[config.mk]
export PLATFORM = sky130hd
export DESIGN_NAME = divider_arbiter
export DESIGN_NICKNAME = d
export VERILOG_FILES = /design/src/rtl/divider_arbiter.sv
export SDC_FILE = /design/constraint.sdc
export NUM_CORES = 1
export LEC_CHECK = 0
export ABC_AREA = 1
export BUFFER_PORTS_ARGS = -buffer_cell sky130_fd_sc_hd__clkbuf_2
export CAP_MARGIN = 5
export CORE_AREA = 3 3 157 159
export DETAILED_ROUTE_END_ITERATION = 7
export DIE_AREA = 0 0 160 162
export GPL_TIMING_DRIVEN = 1
export PLACE_DENSITY = 0.64
export SLEW_MARGIN = 20
export SYNTH_ARGS = -nofsm -noshare
export SYNTH_HDL_FRONTEND = slang
export SYNTH_SLANG_ARGS = --single-unit
[constraint.sdc]
create_clock -name clk_in -period 2.9 [get_ports clk_in]
set_clock_uncertainty 0.05 [all_clocks]
set_input_delay 0 -clock clk_in [delete_from_list [all_inputs] [get_ports clk_in]]
set_output_delay 0 -clock clk_in [all_outputs]
set_load 0.02 [all_outputs]
[src/rtl/divider_arbiter.sv]
// divider_arbiter: round-robin front end sharing one iterative divider.
// Handles divide-by-zero locally and times out a divider that never answers.
module divider_arbiter #(
  parameter int NUM_REQ = 3,
  parameter int WIDTH   = 32,
  parameter int TIMEOUT = 64
) (
  input  logic                     clk_in,
  input  logic                     rst_in,
  input  logic [NUM_REQ-1:0]       req_valid_in,
  input  logic [NUM_REQ*WIDTH-1:0] req_dividend_in,
  input  logic [NUM_REQ*WIDTH-1:0] req_divisor_in,
  output logic [NUM_REQ-1:0]       req_ready_out,
  output logic [NUM_REQ-1:0]       resp_valid_out,
  output logic [WIDTH-1:0]         resp_quotient_out,
  output logic [WIDTH-1:0]         resp_remainder_out,
  output logic                     resp_error_out,
  output logic [WIDTH-1:0]         div_dividend_out,
  output logic [WIDTH-1:0]         div_divisor_out,
  output logic                     div_valid_out,
  input  logic [WIDTH-1:0]         div_quotient_in,
  input  logic [WIDTH-1:0]         div_remainder_in,
  input  logic                     div_valid_in,
  input  logic                     div_error_in,
  input  logic                     div_busy_in,
  output logic                     busy_out
);

  localparam int PW = (NUM_REQ > 1) ? $clog2(NUM_REQ) : 1;
  localparam int CW = (TIMEOUT > 1) ? $clog2(TIMEOUT) : 1;

  typedef enum logic [1:0] {
    S_IDLE,
    S_WAIT,
    S_DONE
  } state_t;

  state_t            state;
  logic [PW-1:0]     ptr;
  logic [PW-1:0]     owner;
  logic [CW-1:0]     cnt;

  logic              grant_hit;
  logic [PW-1:0]     grant_idx;
  logic [WIDTH-1:0]  pick_dvd;
  logic [WIDTH-1:0]  pick_dvs;
  logic              accept;
  logic              timed_out;
  logic [PW-1:0]     ptr_next;

  function automatic logic [NUM_REQ-1:0] onehot(
    input logic [PW-1:0] i
  );
    return NUM_REQ'(1) << i;
  endfunction

  // First asserted requester at or after ptr, wrapping around.
  always_comb begin : pick_winner
    int idx;
    grant_hit = 1'b0;
    grant_idx = '0;
    idx       = 0;
    for (int k = NUM_REQ - 1; k >= 0; k--) begin
      idx = int'(ptr) + k;
      if (idx >= NUM_REQ)
        idx = idx - NUM_REQ;
      if (req_valid_in[PW'(idx)]) begin
        grant_hit = 1'b1;
        grant_idx = PW'(idx);
      end
    end
  end

  // Operand mux for the current winner.
  always_comb begin : pick_operands
    pick_dvd = '0;
    pick_dvs = '0;
    for (int i = 0; i < NUM_REQ; i++) begin
      if (PW'(i) == grant_idx) begin
        pick_dvd = req_dividend_in[i*WIDTH +: WIDTH];
        pick_dvs = req_divisor_in[i*WIDTH +: WIDTH];
      end
    end
  end

  // Grant only while the divider is free to take a new start.
  always_comb begin : decide
    accept    = grant_hit && !div_busy_in;
    timed_out = (cnt == CW'(TIMEOUT - 1));
    ptr_next  = (owner == PW'(NUM_REQ - 1))
              ? '0 : owner + 1'b1;
  end

  assign busy_out = (state != S_IDLE);

  // Control FSM with registered handshake and response outputs.
  always_ff @(posedge clk_in or negedge rst_in) begin
    if (!rst_in) begin
      state              <= S_IDLE;
      ptr                <= '0;
      owner              <= '0;
      cnt                <= '0;
      req_ready_out      <= '0;
      resp_valid_out     <= '0;
      resp_quotient_out  <= '0;
      resp_remainder_out <= '0;
      resp_error_out     <= 1'b0;
      div_dividend_out   <= '0;
      div_divisor_out    <= '0;
      div_valid_out      <= 1'b0;
    end else begin
      req_ready_out  <= '0;
      resp_valid_out <= '0;
      div_valid_out  <= 1'b0;
      unique case (state)
        S_IDLE: begin
          if (accept) begin
            owner         <= grant_idx;
            req_ready_out <= onehot(grant_idx);
            if (pick_dvs == '0) begin
              // Divide-by-zero never reaches the divider.
              resp_valid_out     <= onehot(grant_idx);
              resp_quotient_out  <= '1;
              resp_remainder_out <= pick_dvd;
              resp_error_out     <= 1'b1;
              state              <= S_DONE;
            end else begin
              div_dividend_out <= pick_dvd;
              div_divisor_out  <= pick_dvs;
              div_valid_out    <= 1'b1;
              cnt              <= '0;
              state            <= S_WAIT;
            end
          end
        end
        S_WAIT: begin
          if (div_valid_in) begin
            resp_valid_out     <= onehot(owner);
            resp_quotient_out  <= div_quotient_in;
            resp_remainder_out <= div_remainder_in;
            resp_error_out     <= div_error_in;
            state              <= S_DONE;
          end else if (timed_out) begin
            // Hung divider: give up and report an error.
            resp_valid_out     <= onehot(owner);
            resp_quotient_out  <= '0;
            resp_remainder_out <= '0;
            resp_error_out     <= 1'b1;
            state              <= S_DONE;
          end else begin
            cnt <= cnt + 1'b1;
          end
        end
        S_DONE: begin
          ptr   <= ptr_next;
          state <= S_IDLE;
        end
        default: state <= S_IDLE;
      endcase
    end
  end

endmodule

==> run metrics <==
#FFs+latches synth=roughly 150; DRT antenna net count=0; global route overflow=0; pwr/cell area=1330 nW/µm²; num rows=56; nets=about 2,000; drc violations=0; Syn Nets=between 1,000 and 1,500; hpwl dp=25,100 µm; Min Hold Slack=-0.00181 ns; GRT Util Overall=26.9%; Worst-Skew Late Latency=roughly 0.42 ns; largest net degree at the start of global routing=60; CTS tree=built; Placer Congestion=0.935; switch share=47.8%; unrepaired setup endpoints after global routing=true; Clock Root Buffer=clkbuf_16; first-pass GRT wire length=about 55,000 µm; Slew Viols, Final=0; total core area=23,400 µm²; number of synthesis warnings=0; HP Start=req_dividend_in[9]; Logic pwr share=68.6%; syn avg cell area=roughly 7.2 µm²; Netlist cell types=29; failing checks=negative hold slack, negative setup slack; Initial Util=between 30% and 40%; Gate Count Post-Synth=roughly 1,100; main area contributors after synthesis=dfrtp_1, nand2_1, nand3_1; FF-to-FF Start=ptr[0]; Via density=between 5 and 6; Sequential Power Share=between 10% and 20%; DIE HEIGHT=~160 µm; average wire per standard cell=19.0 µm; worst-margin pin slew=0.516 ns; setup ws final=-0.343 ns; initial DRC count=1,101; PortBufs=400; achievable frequency=roughly 310 MHz; Hold Path Class=in2reg; post-route insts no fill=2,108; Internal Dissipation=10.3 mW; Detailed Route WL=about 40,000 µm; layout cell share with drive strength beyond 1=42.1%; CP Max Fanout=8; WP data arrival=about 3.5 ns; Hold Vio Cnt, Final=1; clock tree sinks=148; P&R area growth vs syn=81.1%; H-tree lvl count=4; Max Root-Sink Buffers=2; CTS Buf Count=17; Pre-antenna DRT Iters=5; via count=10,606; Die W=160 µm; Reg clk slew, reported paths=roughly 0.060 ns; CP Launch Point=ptr[0]; NetSw=9.39 mW; Setup Crit Path Kind=reg2reg; initial antenna violation count=1; register area share after synthesis=a little under half; Max Cap Violations=0; fin crit share=112%; full die area=25,900 µm²; Max IR drop VDD=0.827 mV; largest area contributor in the netlist=dfrtp_1; vias in the first global route=10,051; tightest slew margin relative to the limit=65.6%; Crit. End Element=register; crit start category=register; endpoints failing setup=140; I/O pin count=401; Clock power frac=12.6%; Post-Place Cells=1,865; top cell type's share of synthesized area=45.5%; Syn Std Cell Area=approximately 8100 µm²; CP required=around 3.2 ns; crit path time final=3.24 ns; final core occ=63.0%; reg2reg setup slack=-0.34 ns; cell leakage power=7.88 nW; status=complete, but fails checks
==> metal layers <==
layer | global-route usage, % | part of all wire (%) | up-vias
li1 | - | - | 4930
met1 | 33.3 | 40 | 5010
met2 | 46.1 | 50 | 543
met3 | 5.10 | 6.5 | 123
met4 | 11.6 | 4.3 | 0
met5 | 0 | 0 | -
==> through the flow <==
step | hold WS [ns] | total power [mW] | setup WS, ns | cell area, µm² | TNS [ns]
floorplan | -0.346 | 9.26 | 0.193 | 8140 | 0
global placement | -0.0869 | 13.5 | -0.252 | 11000 | -24.79
detailed placement | -0.0863 | 13.6 | -0.352 | 11000 | -38.00
CTS | 0.000695 | 16.9 | -0.213 | 13400 | -20.57
global route | 0.00475 | 20.8 | -0.455 | 14700 | -52.98
finish | -0.00181 | 19.6 | -0.343 | 14700 | -36.16
==> cells in the final DEF (no fill, tap or decap), types with 22 or more instances in the layout <==
cell	netlist	final
clkbuf_2	0	399
nand2_1	472	385
dlygate4sd3_1	0	160
dfrtp_1	148	147
nand3_1	145	130
buf_4	6	84
nand2_2	3	67
inv_1	62	57
nor2_1	42	39
o21ai_0	81	39
o21ai_1	30	38
clkbuf_16	0	36
o21ai_2	0	33
nand2_4	1	22
==> flip-flops by register name (all words and copies together), names as in the netlist, 2 cells and up <==
register            flops
div_dividend_out       32
div_divisor_out        32
resp_quotient_out      32
resp_remainder_out     32
cnt                     6
req_ready_out           3
resp_valid_out          3
owner                   2
ptr                     2
state                   2
==> cell families after synthesis <==
family / Yosys count / share of synthesized area, %
simple gates: 702 / 36.0
flops: 148 / 45.5
compound gates: 139 / 9.56
buf+inv: 139 / 8.27
fa+ha+maj: 4 / 0.615
==> layout make-up <==
cell class	instances	area, µm²
Timing Repair Buffer	695	5240
Inverter	65	256
Multi-Input combinational cell	847	4470
Clock inverter	12	193
Tap cell	319	399
Sequential cell	148	3700
Antenna cell	2	5.00
Clock buffer	20	467
Fill cell	1982	8660
==> synth_stat cells <==
library cell / instances
a21boi_2: 1
a21oi_1: 6
a221oi_1: 18
and3_1: 1
buf_2: 19
buf_4: 6
buf_6: 14
clkbuf_1: 35
dfrtp_1: 148
ha_1: 4
inv_1: 62
inv_2: 3
nand2_1: 472
nand2_2: 3
nand2_4: 1
nand3_1: 145
nand3_2: 1
nand3b_1: 1
nand4_1: 1
nor2_1: 42
nor2_2: 2
nor3_1: 1
o21a_1: 1
o21ai_0: 81
o21ai_1: 30
o31ai_1: 1
o32ai_1: 1
or2_1: 10
or2_2: 22
==> final timing paths <==
| check | cells past startpoint | endpoint |
|---|---|---|
| worst min register to register | 2 | resp_remainder_out[14] |
| worst max-delay path | 22 | div_divisor_out[8] |
| max in group asynchronous | 3 | ptr[1] |
| worst max register to register | 22 | div_divisor_out[8] |
| worst min-delay path | 4 | div_dividend_out[9] |
| min in group asynchronous | 2 | div_dividend_out[19] |
==> power by group through the flow <==
stage	logic [mW]	registers (mW)	clock network [mW]
floorplan	4.66	4.60	0
global placement	9.93	3.58	0
detailed placement	9.99	3.59	0
CTS	10.8	3.57	2.51
global route	14.4	3.78	2.60
finish	13.5	3.69	2.48
==> worst max-delay path, cell delays in order, from the launching register on <==
cell       delay [ns]
dfrtp_1          0.41
inv_2            0.10
ha_4             0.34
inv_6            0.05
nand3_4          0.08
nand3_2          0.10
o21ai_2          0.17
nand2_2          0.12
buf_12           0.16
clkbuf_16        0.16
o21ai_2          0.06
nand2_1          0.08
nand2_2          0.08
nand2_2          0.07
nor2_1           0.11
nand2_1          0.10
nor2_4           0.17
nand2_4          0.09
buf_12           0.16
nand2_8          0.15
clkbuf_16        0.19
nand2_1          0.05
o21ai_1          0.09
==> repair_timing <==
| action | in CTS | in global routing |
|---|---|---|
| cloned | 2 | 26 |
| setup buffers | 4 | 17 |
| hold endpoints to repair | 254 | 0 |
| hold buffers | 160 | 0 |
| gates resized for setup | 21 | 223 |
| endpoints found under the setup margin | 140 | 141 |
| pin swaps | 3 | 54 |
Power figures use the tool's default switching activity.
